[src/rtl/vga_timing_pkg.sv]
// Shared 640x480@60 raster constants and coordinate type.
// Renderers import this for the active-area decode.
package vga_timing_pkg;

  typedef logic [9:0] coord_t;

  localparam int DEF_H_ACTIVE = 640;
  localparam int DEF_H_FP     = 16;
  localparam int DEF_H_SYNC   = 96;
  localparam int DEF_H_BP     = 48;
  localparam int DEF_V_ACTIVE = 480;
  localparam int DEF_V_FP     = 10;
  localparam int DEF_V_SYNC   = 2;
  localparam int DEF_V_BP     = 33;

  localparam int H_TOTAL =
    DEF_H_ACTIVE + DEF_H_FP + DEF_H_SYNC + DEF_H_BP;
  localparam int V_TOTAL =
    DEF_V_ACTIVE + DEF_V_FP + DEF_V_SYNC + DEF_V_BP;

  // Idle value of the {hs, vs, blank} bundle
  localparam logic [2:0] SYNC_IDLE = 3'b110;

  function automatic logic in_window(
    input coord_t c,
    input coord_t lo,
    input coord_t hi
  );
    return (c >= lo) && (c <= hi);
  endfunction

endpackage

[src/rtl/vga_timing_if.sv]
// Raster bundle from the timing generator to the renderers/DAC.
// Free-running, no handshake.
interface vga_timing_if;
  import vga_timing_pkg::*;

  coord_t DrawX;
  coord_t DrawY;
  logic   blank;
  logic   blank_d;
  logic   hs;
  logic   vs;
  logic   sync;
  logic   line_start;
  logic   frame_start;

  modport master (
    output DrawX, DrawY, blank, blank_d,
    output hs, vs, sync,
    output line_start, frame_start
  );

  modport slave (
    input DrawX, DrawY, blank, blank_d,
    input hs, vs, sync,
    input line_start, frame_start
  );

endinterface

[src/rtl/sync_delay_line.sv]
// Async-reset shift register used to re-time sync signals.
// DEPTH=0 is a plain wire-through.
module sync_delay_line #(
  parameter int WIDTH = 1,
  parameter int DEPTH = 1,
  parameter logic [WIDTH-1:0] RESET_VAL = '0
) (
  input  logic             clk,
  input  logic             rst_n,
  input  logic [WIDTH-1:0] d,
  output logic [WIDTH-1:0] q
);

  generate
    if (DEPTH == 0) begin : g_wire
      logic unused_clk_rst;
      assign unused_clk_rst = clk ^ rst_n;
      assign q = d;
    end else begin : g_sr
      logic [WIDTH-1:0] sr [DEPTH];

      always_ff @(posedge clk or negedge rst_n) begin
        if (!rst_n) begin
          for (int i = 0; i < DEPTH; i++)
            sr[i] <= RESET_VAL;
        end else begin
          sr[0] <= d;
          for (int i = 1; i < DEPTH; i++)
            sr[i] <= sr[i-1];
        end
      end

      assign q = sr[DEPTH-1];
    end
  endgenerate

endmodule

[src/rtl/vga_timing_gen.sv]
// Raster counters, active/sync decode and re-timed syncs.
// Flags are decoded from next-state counts so they align with DrawX/DrawY.
module vga_timing_gen
  import vga_timing_pkg::*;
#(
  parameter int H_ACTIVE   = DEF_H_ACTIVE,
  parameter int H_FP       = DEF_H_FP,
  parameter int H_SYNC     = DEF_H_SYNC,
  parameter int H_BP       = DEF_H_BP,
  parameter int V_ACTIVE   = DEF_V_ACTIVE,
  parameter int V_FP       = DEF_V_FP,
  parameter int V_SYNC     = DEF_V_SYNC,
  parameter int V_BP       = DEF_V_BP,
  parameter int SYNC_DELAY = 2
) (
  input  logic  vga_clk,
  input  logic  reset_n,
  vga_timing_if.master vga
);

  localparam int HT = H_ACTIVE + H_FP + H_SYNC + H_BP;
  localparam int VT = V_ACTIVE + V_FP + V_SYNC + V_BP;

  localparam coord_t H_LAST = coord_t'(HT - 1);
  localparam coord_t V_LAST = coord_t'(VT - 1);
  localparam coord_t HA     = coord_t'(H_ACTIVE);
  localparam coord_t VA     = coord_t'(V_ACTIVE);
  localparam coord_t HS_LO  = coord_t'(H_ACTIVE + H_FP);
  localparam coord_t HS_HI  = coord_t'(H_ACTIVE + H_FP + H_SYNC - 1);
  localparam coord_t VS_LO  = coord_t'(V_ACTIVE + V_FP);
  localparam coord_t VS_HI  = coord_t'(V_ACTIVE + V_FP + V_SYNC - 1);

  coord_t     h_q, v_q;
  coord_t     h_nxt, v_nxt;
  logic       h_wrap;
  logic       blank_q, ls_q, fs_q;
  logic       hs_raw, vs_raw;
  logic [2:0] dly_q;

  always_comb begin
    h_wrap = (h_q == H_LAST);
    h_nxt  = h_wrap ? '0 : h_q + coord_t'(1);
    v_nxt  = v_q;
    if (h_wrap)
      v_nxt = (v_q == V_LAST) ? '0 : v_q + coord_t'(1);
  end

  always_ff @(posedge vga_clk or negedge reset_n) begin
    if (!reset_n) begin
      h_q     <= '0;
      v_q     <= '0;
      blank_q <= 1'b0;
      ls_q    <= 1'b0;
      fs_q    <= 1'b0;
      hs_raw  <= 1'b1;
      vs_raw  <= 1'b1;
    end else begin
      h_q     <= h_nxt;
      v_q     <= v_nxt;
      blank_q <= (h_nxt < HA) && (v_nxt < VA);
      ls_q    <= (h_nxt == '0);
      fs_q    <= (h_nxt == '0) && (v_nxt == '0);
      hs_raw  <= !in_window(h_nxt, HS_LO, HS_HI);
      vs_raw  <= !in_window(v_nxt, VS_LO, VS_HI);
    end
  end

  sync_delay_line #(
    .WIDTH     (3),
    .DEPTH     (SYNC_DELAY),
    .RESET_VAL (SYNC_IDLE)
  ) u_dly (
    .clk   (vga_clk),
    .rst_n (reset_n),
    .d     ({hs_raw, vs_raw, blank_q}),
    .q     (dly_q)
  );

  assign vga.DrawX       = h_q;
  assign vga.DrawY       = v_q;
  assign vga.blank       = blank_q;
  assign vga.line_start  = ls_q;
  assign vga.frame_start = fs_q;
  assign vga.hs          = dly_q[2];
  assign vga.vs          = dly_q[1];
  assign vga.blank_d     = dly_q[0];
  assign vga.sync        = 1'b0;

endmodule

[src/flat_wrapper.sv]
// flat-port wrapper written by rule: the top's interface ports become plain ports
module vga_timing_gen_flat import vga_timing_pkg::*;
#(
  parameter int H_ACTIVE   = DEF_H_ACTIVE,
  parameter int H_FP       = DEF_H_FP,
  parameter int H_SYNC     = DEF_H_SYNC,
  parameter int H_BP       = DEF_H_BP,
  parameter int V_ACTIVE   = DEF_V_ACTIVE,
  parameter int V_FP       = DEF_V_FP,
  parameter int V_SYNC     = DEF_V_SYNC,
  parameter int V_BP       = DEF_V_BP,
  parameter int SYNC_DELAY = 2
)
  (vga_clk, reset_n, vga_DrawX, vga_DrawY, vga_blank, vga_blank_d, vga_hs, vga_vs, vga_sync, vga_line_start, vga_frame_start);
  vga_timing_if vga_i ();
  input  logic vga_clk;
  input  logic reset_n;
  output wire logic [$bits(vga_i.DrawX)-1:0] vga_DrawX;
  output wire logic [$bits(vga_i.DrawY)-1:0] vga_DrawY;
  output wire logic [$bits(vga_i.blank)-1:0] vga_blank;
  output wire logic [$bits(vga_i.blank_d)-1:0] vga_blank_d;
  output wire logic [$bits(vga_i.hs)-1:0] vga_hs;
  output wire logic [$bits(vga_i.vs)-1:0] vga_vs;
  output wire logic [$bits(vga_i.sync)-1:0] vga_sync;
  output wire logic [$bits(vga_i.line_start)-1:0] vga_line_start;
  output wire logic [$bits(vga_i.frame_start)-1:0] vga_frame_start;
  assign vga_DrawX = vga_i.DrawX;
  assign vga_DrawY = vga_i.DrawY;
  assign vga_blank = vga_i.blank;
  assign vga_blank_d = vga_i.blank_d;
  assign vga_hs = vga_i.hs;
  assign vga_vs = vga_i.vs;
  assign vga_sync = vga_i.sync;
  assign vga_line_start = vga_i.line_start;
  assign vga_frame_start = vga_i.frame_start;
  vga_timing_gen #(.H_ACTIVE(H_ACTIVE), .H_FP(H_FP), .H_SYNC(H_SYNC), .H_BP(H_BP), .V_ACTIVE(V_ACTIVE), .V_FP(V_FP), .V_SYNC(V_SYNC), .V_BP(V_BP), .SYNC_DELAY(SYNC_DELAY)) u_core (.vga_clk(vga_clk), .reset_n(reset_n), .vga(vga_i));
endmodule
[config.mk]
export PLATFORM = sky130hd
export DESIGN_NAME = vga_timing_gen_flat
export DESIGN_NICKNAME = d
export VERILOG_FILES = /design/src/rtl/vga_timing_pkg.sv /design/src/rtl/vga_timing_if.sv /design/src/rtl/sync_delay_line.sv /design/src/rtl/vga_timing_gen.sv /design/src/flat_wrapper.sv
export SDC_FILE = /design/constraint.sdc
export NUM_CORES = 1
export LEC_CHECK = 0
export BUFFER_PORTS_ARGS = -buffer_cell sky130_fd_sc_hd__buf_2
export CORE_MARGIN = 5
export CORE_UTILIZATION = 45
export CTS_CLUSTER_DIAMETER = 80
export DETAILED_ROUTE_END_ITERATION = 12
export HOLD_SLACK_MARGIN = 0.03
export PLACE_DENSITY = 0.66
export SYNTH_ARGS = -nofsm -noshare
export SYNTH_HDL_FRONTEND = slang
export SYNTH_HIERARCHICAL = 1
export SYNTH_SLANG_ARGS = --single-unit
[constraint.sdc]
create_clock -name vga_clk -period 3.95 [get_ports vga_clk]
set_clock_uncertainty 0.15 [all_clocks]
set_input_delay 0.395 -clock vga_clk [delete_from_list [all_inputs] [get_ports vga_clk]]
set_output_delay 0.395 -clock vga_clk [all_outputs]
set_load 0.01 [all_outputs]
## Word-level counts from Yosys, hierarchy flattened

Index checks and enable logic that the tools add are counted.

| operators by class | value |
|---|---|
| multiplexer cells | 3 |
| reduce and logical (&&, ||, !) cells | 8 |
| $lt $le $gt $ge | 6 |
| $add $sub $neg | 2 |
| equal/unequal tests | 2 |

Operators by type and width:

| cell | count |
|---|---|
| $mux W10 | 3 |
| $add A10 B1 Y10 const B | 2 |
| $eq A10 B10 Y1 const B | 2 |
| $logic_not A10 Y1 | 2 |
| $ge A10 B10 Y1 const B | 1 |
| $ge A10 B9 Y1 const B | 1 |
| $le A10 B10 Y1 const B | 1 |
| $le A10 B9 Y1 const B | 1 |
| $lt A10 B10 Y1 const B | 1 |
| $lt A10 B9 Y1 const B | 1 |
| $logic_and A1 B1 Y1 | 4 |
| $logic_not A1 Y1 | 2 |

| storage, ports and cells | value |
|---|---|
| register bits after elaboration | 31 |
| word-level logic and storage cells | 30 |

## Depth between registers and ports, before layout

Gate-level depths: netlist of run 1.

| logic depth | value |
|---|---|
| depth in word-level cells | 6 |
| gate-level depth with buffers | 9 |
| mapped depth without buffers | 8 |

## Hierarchy

The synthesis of run 1 kept the hierarchy.

By module, submodules not included:

| module | area each (um2) | instances | cells an instance |
|---|---|---|---|
| vga_timing_gen | 1519.0 | 1 | 161 |
| sync_delay_line | 177.7 | 1 | 9 |

## Worst setup path after synthesis of run 1

Ideal clock, no wire load.

| timing path | value |
|---|---|
| path type | reg2reg |
| start | register u_core.h_q[0] (netlist: u_core/vga.DrawX[0]) |
| end | register u_core.blank_q (netlist: u_core/vga.blank) |
| slack | 1677 ps |
| clock period less this slack | 2273 ps |
| cell stages (with the launch flop) | 9 |
| required time | 3714 ps |
| buffers on the path | 1 |
| arrival time | 2037 ps |
| library setup time | 86 ps |
| cells stage by stage | dfrtp_1 -> ha_1 -> and4_1 -> buf_2 -> nand3_4 -> or3_4 -> xnor2_2 -> and3_1 -> nor3_1 |

| on the way | value |
|---|---|
| cells in the longest elaborated chain, start to end | 4 |
| elaborated cells between the ends (all ways) | 7 |
| those cells by class | add/sub (1); order compare (2); eq/ne (1); mux (2); reduce/logical (1) |

RTL lines:

| element | line | source |
|---|---|---|
| from (decl) | vga_timing_gen.sv:33 | `coord_t h_q, v_q;` |
| from (signal assigned) | vga_timing_gen.sv:58 | `h_q <= h_nxt;` |
| $eq A10 B10 Y1 | vga_timing_gen.sv:41 | `h_wrap = (h_q == H_LAST);` |
| $mux W10 | vga_timing_gen.sv:44 | `if (h_wrap)` |
| net u_core.v_nxt[5] | vga_timing_gen.sv:34 | `coord_t h_nxt, v_nxt;` |
| $lt A10 B9 Y1 | vga_timing_gen.sv:60 | `blank_q <= (h_nxt < HA) && (v_nxt < VA);` |
| $logic_and A1 B1 Y1 | vga_timing_gen.sv:60 |  |
| to (signal assigned) | vga_timing_gen.sv:60 |  |
| to (decl) | vga_timing_gen.sv:36 | `logic blank_q, ls_q, fs_q;` |

The timed path passes the listed nets, and every way through them passes these cells.

## Worst setup path after layout of run 1

Ends and elaborated chain as after synthesis.

==> results, run 1 <==
- The run finished with clean final reports.
- After the last flow step, the layout net total stands at 195.
- By area the synthesized netlist is led by sky130_fd_sc_hd__dfrtp_1 37%, sky130_fd_sc_hd__dfstp_2 9.3%, sky130_fd_sc_hd__xnor2_1 3.6%, sky130_fd_sc_hd__xor2_1 3.1%, sky130_fd_sc_hd__ha_1 2.9%.
- The count of endpoints failing hold in the final timing report is 0.
- The top cell types in the final layout, fill and taps aside, are 27 x sky130_fd_sc_hd__buf_2, 25 x sky130_fd_sc_hd__dfrtp_1, 13 x sky130_fd_sc_hd__nand2_1.
- The later-pin clock latency in the skew report is roughly 270 ps.
- The net count after synthesis is 176.
- The kind of capture point of the worst setup path is a register.
- After detailed placement, the total cell area comes to about 1800 µm².
- The first global-routing pass estimated roughly 6000 µm of wire.
- The highest net fanout along the worst path is 16.
- The longest clock path from root to sink contains 2 buffers.
- The worst setup path is of the register to register kind.
- The row count is 22.
- The worst path arrival time is approximately 2600 ps.
- 29 I/O pins were placed.
- The initial utilization of the core area, before any placement, comes to 0.463.
- From left edge to right edge, the die measures 71.4 µm.
- Entering global routing, the biggest net connects 32 pins.
- Counting the fill cells in the layout gives 347.
- Walking the worst path, the cells encountered are ha_1, and4_1, nand3_4, or3_4, xnor2_2, and3_1, nor3_1.
- The pin slew with the least headroom to its limit is approximately 860 ps.
- For the worst setup path, the data required time is about 4000 ps.
- For flop-to-flop paths, the worst setup slack is roughly 1400 ps.
- The worst slew slack as a fraction of its limit is 0.423.
- Of the synthesized area, sequential elements account for 0.462.
- The total setup buffers inserted after CTS is 0.
- The routed design could run at a clock period as short as around 2600 ps.
- The number of optimization iterations in the first detailed-route pass is 5.
- The hold path depth is 0.
- The via total after detailed routing is roughly 1,300.
- The clock root buffer is sky130_fd_sc_hd__clkbuf_8.
- The average cell area after synthesis is roughly 10 µm².
- The count of buffers added on input and output ports is 27.
- For this run, the top clock speed supported by timing is between 300 and 400 MHz.
- The total design power is 580 µW.
- The total CTS buffers is 5.
- Counting flops with a built-in enable in the synthesized netlist gives 0.
- The clock sink count is 31.
- After floorplanning, the core was sized to cover 3660 µm².
- The die footprint is 5100 µm².
- From synthesis to final layout, the design area changed by 11.4%.
- Detailed placement ended at an HPWL of about 2600 µm.
- After clock tree synthesis, the clock-pin slew on the worst setup and hold paths is approximately 70 ps.
- The height of the die is 71.4 µm.
- The violation count after the first detailed-routing iteration is approximately 100.
- The delay of the slowest cell on the worst path is 440 ps.
- In this run the cell area of the synthesized design comes to roughly 1700 µm².
- The count of pins over their slew limit is 0.
- The Yosys step of the flow raised 6 warnings.
- The global route total overflow is 0.
- The top-area cell type share of the netlist area is 0.369.
- The setup violation total in the final timing report is 0.
- The CTS tree is yes.
- Synthesis produced a netlist whose cell count is between 150 and 200.
- The fraction of registers with async set or reset after synthesis is 1.00.
- The ratio of final minimum period to clock period is 0.650.
- CTS built an H-tree with a depth of 2.
- In this run, distinct cell masters in the synthesized netlist total 46.
- The worst setup path is launched from a register.
- The synthesized flop and latch total is 31.
- The final RePlAce weighted congestion is between 0.9 and 1.
- The number of cells traversed by the worst register-to-register path is 7.
- In the synthesized netlist the dominant register cell turns out to be sky130_fd_sc_hd__dfrtp_1.
- Of the cells placed in the final design, the portion with a size suffix greater than 1 is 0.253.
- The number of vias per cell is 5.57.
- The slowest cell on the critical path is sky130_fd_sc_hd__dfrtp_1.
- The leakage power is approximately 0.00086 µW.
- The post-detailed-route DRC marker count is 0.
- The path class of the tightest hold or removal check is register to register.
- The tool flagged a number of max-cap violations equal to 0.
- The antenna diode count is 0.
- The cell taking the most area after synthesis is sky130_fd_sc_hd__dfrtp_1.
- Setup repair after global routing left no endpoint under its margin.
- The final design instance area without fill is 1890 µm².
- Once detail routing completed, the nets flagged for antenna violations numbered 0.
- The total negative slack is 0 ps.
- In the final routed layout, each cell accounts on average for ~16 µm.
- Leaving out fill and tap cells, the most frequent cell in the layout is sky130_fd_sc_hd__buf_2.
- The worst-case hold slack is 204 ps.
- The number of global-route vias before repair came to roughly 1,300.
- Summed over all layers, the routed wires come to 3720 µm.
- Dividing total power by cell area gives a power density of 307 nW/µm².
- The initial antenna violation count is 0.
- Across the VDD grid, the largest voltage drop is approximately 0.00012 V.
- In the global route stage, overall resource usage came out at 0.151.
synth_stat cells, types with 2 or more instances:
cell type / number
sky130_fd_sc_hd__a21oi_1: 4
sky130_fd_sc_hd__a31oi_1: 3
sky130_fd_sc_hd__and3_1: 2
sky130_fd_sc_hd__and4_1: 4
sky130_fd_sc_hd__buf_2: 4
sky130_fd_sc_hd__buf_4: 6
sky130_fd_sc_hd__buf_6: 2
sky130_fd_sc_hd__clkbuf_1: 3
sky130_fd_sc_hd__dfrtp_1: 25
sky130_fd_sc_hd__dfstp_2: 6
sky130_fd_sc_hd__ha_1: 4
sky130_fd_sc_hd__inv_1: 12
sky130_fd_sc_hd__mux2i_1: 2
sky130_fd_sc_hd__nand2_1: 13
sky130_fd_sc_hd__nand3_1: 8
sky130_fd_sc_hd__nand4_1: 8
sky130_fd_sc_hd__nor2_1: 9
sky130_fd_sc_hd__nor3_1: 4
sky130_fd_sc_hd__nor4_1: 3
sky130_fd_sc_hd__o21ai_0: 8
sky130_fd_sc_hd__o2bb2ai_1: 2
sky130_fd_sc_hd__or3_1: 3
sky130_fd_sc_hd__xnor2_1: 7
sky130_fd_sc_hd__xor2_1: 6
worst paths after layout:
path,start,endpoint
max,u_core/vga.DrawX[0]$_DFF_PN0_,u_core/vga.blank$_DFF_PN0_
min,u_core/u_dly/g_sr.sr[3]$_DFF_PN0_,u_core/u_dly/q[0]$_DFF_PN0_
max reg2reg,u_core/vga.DrawX[0]$_DFF_PN0_,u_core/vga.blank$_DFF_PN0_
min reg2reg,u_core/u_dly/g_sr.sr[3]$_DFF_PN0_,u_core/u_dly/q[0]$_DFF_PN0_
max in group asynchronous,reset_n,u_core/vga.line_start$_DFF_PN0_
min in group asynchronous,reset_n,u_core/vga.DrawY[4]$_DFF_PN0_
final cells by class:
cell class                 count  area [µm²]  area share
clock buffer                   7        86.3      0.0457
clock inverter                 1        5.00     0.00265
inverter                      12        45.0      0.0238
multi-input combinational    111         764       0.405
sequential                    31         783       0.415
tap                           48        60.1      0.0318
timing repair buffer          28         145      0.0768
critical path: cells and delay by family, from the launching register on:
family	cells	cell delay [ps]
simple gates	5	1410
flops	1	440
fa+ha+maj	1	330
xor+xnor	1	150
kinds of logic (layout without fill, tap and decap cells):
group | count (synthesis) | count (layout) | share of synthesized area
DFF | 31 | 31 | 0.462
buffers and inverters | 28 | 48 | 0.0878
and+or+nand+nor | 62 | 62 | 0.217
xor gates and xnor gates | 14 | 14 | 0.0767
AOI/OAI and AO/OA | 28 | 28 | 0.114
adders and majority gates | 4 | 4 | 0.0295
other | 1 | 1 | 0.00221
muxes | 2 | 2 | 0.0118
through the flow:
stage	utilization	std cells	setup WS, ps
floorplan	-	170	1680
finish	0.516	238	1380
detailed placement	0.488	229	1430
global route	0.516	238	1250
global placement	0.488	229	1540
CTS	0.516	238	1410
per-layer routing:
metal	wire, µm	up-vias	track usage
met4	19	0	0.0501
met1	1800	647	0.212
li1	-	626	-
met5	0	-	0
met2	1660	50	0.216
met3	239	2	0.0533
power breakdown:
part	internal [µW]	switching (µW)
logic	0.993	6.33
clock network	140	115
registers	318	0
total	459	121
repair_timing:
action	in CTS	in global routing
hold buffers	1	0
gates resized for setup	0	0
hold endpoints to repair	7	0
state kept, by name, indices dropped and copies added, names as in the netlist:
signal	flops
u_core/vga.DrawX	10
u_core/vga.DrawY	10
u_core/u_dly/g_sr.sr	3
u_core/u_dly/q	3
u_core/hs_raw	1
u_core/vga.blank	1
u_core/vga.frame_start	1
u_core/vga.line_start	1
u_core/vs_raw	1
Note: power is estimated with default switching activity, not from simulation.
==> run 2: changes to the inputs <==
--- a/config.mk
+++ b/config.mk
@@ -5,13 +5,14 @@
 export SDC_FILE = /design/constraint.sdc
 export NUM_CORES = 1
 export LEC_CHECK = 0
+export ABC_AREA = 1
 export BUFFER_PORTS_ARGS = -buffer_cell sky130_fd_sc_hd__buf_2
 export CORE_MARGIN = 5
 export CORE_UTILIZATION = 45
 export CTS_CLUSTER_DIAMETER = 80
 export DETAILED_ROUTE_END_ITERATION = 12
 export HOLD_SLACK_MARGIN = 0.03
-export PLACE_DENSITY = 0.66
+export PLACE_DENSITY = 0.69
 export SYNTH_ARGS = -nofsm -noshare
 export SYNTH_HDL_FRONTEND = slang
 export SYNTH_HIERARCHICAL = 1
==> constraint.sdc (replaced) <==
create_clock -name vga_clk -period 2.3 [get_ports vga_clk]
set_clock_uncertainty 0.15 [all_clocks]
set_input_delay 0.23 -clock vga_clk [delete_from_list [all_inputs] [get_ports vga_clk]]
set_output_delay 0.23 -clock vga_clk [all_outputs]
set_load 0.01 [all_outputs]
==> results, run 2 <==
- The count of fill cells added during filler insertion is 361 (+4.0%).
- The total of warnings raised by yosys is 6 (unchanged).
- The post-route antenna net violation count came to 0 (unchanged).
- The post-layout worst setup margin is 271 ps (-1110 ps).
- The die footprint came to 5240 µm² (+2.9%).
- The setup violation total in the final timing report is 0 (unchanged).
- The net count after synthesis came to 234 (+33%).
- The flow ran to the end, and the final reports show no timing, DRC or antenna violations.
- By count the netlist is led by 64 x sky130_fd_sc_hd__nand2_1, 34 x sky130_fd_sc_hd__inv_1, 25 x sky130_fd_sc_hd__dfrtp_1, 22 x sky130_fd_sc_hd__nor2_1, 17 x sky130_fd_sc_hd__nand3_1.
- The maximum number of pins on one net before global-route repair is 32 (unchanged).
- The pre-CTS setup slack is 255 ps (-1170 ps).
- The worst path arrival time is 2070 ps (-530 ps).
- The later-pin clock latency in the skew report is 280 ps (about the same).
- The level count of the clock H-tree is 2 (unchanged).
- The count of pins on the block boundary came to 29 (unchanged).
- The post-detailed-route DRC marker count came to 0 (unchanged).
- The fraction of registers with async set or reset after synthesis is 1.00 (unchanged).
- The worst register-to-register path begins at u_core/vga.DrawX[0]$_DFF_PN0_.
- The internal cell power was 898 µW (+95%).
- The global-route usage over all layers is 0.162 (+0.0105).
- The total CTS buffers was 5 (unchanged).
- The top achievable clock speed is 493 MHz (+26%).
- Setup repair after global routing left no endpoint under its margin.
- The leading register cell type out of synthesis is sky130_fd_sc_hd__dfrtp_1.
- The kind of path behind the tightest hold check is register to register.
- The net count reported at finish was 265 (+36%).
- The largest voltage drop on the vdd net is 0.000362 V (+190%).
- From synthesis to final layout, the design area changed by 16.7%.
- The path length in cells of the critical path came to 12 (+5).
- The ratio of final minimum period to clock period is 0.882 (+0.233).
- The total buffers and inverters traversed by the critical path is 2 (+2).
- The top-area cell type share of the netlist area is 0.357 (-0.0118).
- The type of element launching the critical path is a register.
- The global-route wire length before repair is 6470 µm (+5.5%).
- The height of the die was 72.4 µm (+1.4%).
- By instance count, the leading cell after synthesis is sky130_fd_sc_hd__nand2_1.
- The power density over the cells came to 542 nW/µm² (+76%).
- The share of cells above drive strength 1 came to 0.258 (+0.00506).
- The average cell area after synthesis was 7.69 µm² (-23%).
- The critical path starts at u_core/vga.DrawX[0]$_DFF_PN0_.
- The share of total power in sequential cells is 0.492 (-0.055).
- The number of unique standard cell types used by synthesis is 29 (-37%).
- The clock-pin transition on the worst setup and hold timing paths is 70 ps (about the same).
- The fraction of power consumed by the clock network is 0.496 (+0.056).
- The kind of cell with the highest combined delay along the critical path is simple AND/OR/NAND/NOR gates.
- The logic gate share of total power is 0.011 (-0.002).
- The number of synthesized flops with an enable pin was 0 (unchanged).
- The largest buffer count on any clock path is 2 (unchanged).
- The synthesized area is 1750 µm² (+3.3%).
- The detailed-route wire length per cell was 12.5 µm (-20%).
- The total wirelength of the detailed-routed design is 3840 µm (+3.2%).
- The sequential element share of the synthesized area is 0.447 (-0.0148).
- The number of vias per cell was 4.89 (-12%).
- The slowest cell on the critical path is sky130_fd_sc_hd__dfrtp_1.
- The via total after detailed routing is 1,507 (+14%).
- Walking the worst path, the cells encountered are ha_1, nand2_2, clkinv_1, nand2_2, nor2_4, nand3_2, nor2_1, nand3_1, nand2_1, nand3_1, nand2_1, inv_1.
- The post-synthesis cell count is 228 (+34%).
- The number of global-route vias before repair is 1,425 (+14%).
- The total net switching power came to 211 µW (+74%).
- The violation count after the first detailed-routing iteration came to 146 (+43%).
- The pin slew with the least headroom to its limit is 674 ps (-184 ps).
- The die span in x is 72.4 µm (+1.4%).
- The synthesized flop and latch total came to 31 (unchanged).
- The total setup buffers inserted after CTS is 0 (unchanged).
- The clock sink count is 31 (unchanged).
- Yosys attributes the largest share of cell area to sky130_fd_sc_hd__dfrtp_1 36%, sky130_fd_sc_hd__nand2_1 14%, sky130_fd_sc_hd__dfstp_2 9.0%, sky130_fd_sc_hd__inv_1 7.3%, sky130_fd_sc_hd__nand3_1 4.9%.
- The kind of capture point of the worst setup path is a register.
- The required time of the critical path is 2340 ps (-1650 ps).
- The count of pins over their slew limit is 0 (unchanged).
- The net switching share of the total power is 0.190 (-0.0185).
- The worst slew slack as a fraction of its limit was 0.551 (+0.128).
- The highest net fanout along the worst path came to 7 (-9).
- The source of the worst hold timing path is u_core/u_dly/g_sr.sr[3]$_DFF_PN0_.
- The tree is rooted in a sky130_fd_sc_hd__clkbuf_8.
- The antenna diode count is 0 (unchanged).
- The max-capacitance violation count is 0 (unchanged).
- Summed over all instances, the cell type with the most area after synthesis is sky130_fd_sc_hd__dfrtp_1.
- The global route total overflow is 0 (unchanged).
- The final period demand of the worst path came to 2030 ps (-536 ps).
- The count of endpoints failing hold in the final timing report was 0 (unchanged).
- Leaving out fill and tap cells, the most frequent cells in the layout are 64 x sky130_fd_sc_hd__nand2_1, 34 x sky130_fd_sc_hd__inv_1, 27 x sky130_fd_sc_hd__buf_2.
- The hold path depth came to 0 (unchanged).
- The total negative slack was 0 ps (unchanged).
- The row count came to 22 (unchanged).
- The library cell used most frequently in the layout, excluding fill and tap cells, is sky130_fd_sc_hd__nand2_1.
- The start-to-end type of the worst setup path is register to register.
- The initial antenna violation count is 0 (unchanged).
- TritonCTS built the clock tree.
- The final HPWL from detailed placement is 2900 µm (+12%).
- The count of buffers inserted at the top-level ports was 27 (unchanged).
- The final RePlAce weighted congestion was 0.929 (+1.0%).
- The core region area is 3720 µm² (+1.5%).
- The leakage power is 0.00114 µW (+33%).
- The post-cts gate resize count is 0 (unchanged).
- The starting density of the core came to 0.472 (+0.00829).
- The delay of the slowest cell on the worst path is 410 ps (-30 ps).
- The number of optimization iterations in the first detailed-route pass is 4 (-1).
- The number of cells traversed by the worst register-to-register path is 12 (+5).
==> run 2: final timing paths <==
path,end,slack [ps]
min in group asynchronous,u_core/vga.DrawY[6]$_DFF_PN0_,380
min,u_core/u_dly/q[0]$_DFF_PN0_,200
max,u_core/vga.blank$_DFF_PN0_,270
max in group asynchronous,u_core/vga.DrawY[1]$_DFF_PN0_,1180
max reg2reg,u_core/vga.blank$_DFF_PN0_,270
min reg2reg,u_core/u_dly/q[0]$_DFF_PN0_,200
==> run 2: per-layer routing <==
metal,track usage,wire length [µm],share of wire
met5,0,0,0
met4,0.0799,51,0.013
met3,0.0443,205,0.053
met2,0.247,1810,0.47
met1,0.211,1770,0.46
==> run 2: timing repair <==
item	4_1_cts	5_1_grt
endpoints found under the hold margin	25	0
hold buffers	1	0
setup endpoints to repair	0	0
==> run 2: metrics by stage <==
step | util | cells | total power (µW) | cell area [µm²] | hold WS [ps]
5_1_grt | 0.551 | 308 | 1150 | 2050 | 211
2_1_floorplan | - | 228 | 558 | 1750 | -216
6_report | 0.551 | 308 | 1110 | 2050 | 199
3_5_place_dp | 0.516 | 299 | 568 | 1920 | 163
3_3_place_gp | 0.516 | 299 | 568 | 1920 | 157
4_1_cts | 0.551 | 308 | 1120 | 2050 | 202
==> run 2: final cells by class <==
| type | count | area [µm²] | area share |
|---|---|---|---|
| inverters | 42 | 163 | 0.0795 |
| repair buffers | 28 | 145 | 0.0709 |
| clock buffers | 6 | 82.6 | 0.0404 |
| clock inverters | 2 | 35.0 | 0.0171 |
| multi-input cells | 151 | 777 | 0.380 |
| flip-flops and latches | 31 | 783 | 0.383 |
| well taps | 48 | 60.1 | 0.0294 |
==> run 2: cell families after synthesis <==
logic type | after synthesis | synth area share
adders and majority gates | 4 | 0.0286
and+or+nand+nor | 133 | 0.365
DFF | 31 | 0.447
AOI/OAI and AO/OA | 11 | 0.0378
buffers and inverters | 46 | 0.110
other | 1 | 0.00214
xor gates and xnor gates | 2 | 0.00999
==> run 2: power by group through the flow <==
| stage | clock network, µW | logic [µW] | registers, µW |
|---|---|---|---|
| 2_1_floorplan | 0 | 1.97 | 556 |
| 3_3_place_gp | 0 | 12.2 | 555 |
| 3_5_place_dp | 0 | 12.4 | 555 |
| 4_1_cts | 563 | 13.6 | 546 |
| 5_1_grt | 592 | 15.6 | 545 |
| 6_report | 550 | 12.6 | 546 |
==> run 2: worst reg2reg max path, delay by kind of cell, from the launching register on <==
family	cells	cell delay, ps
adders and majority gates	1	210
and+or+nand+nor	9	1030
DFF	1	410
buffers and inverters	2	150
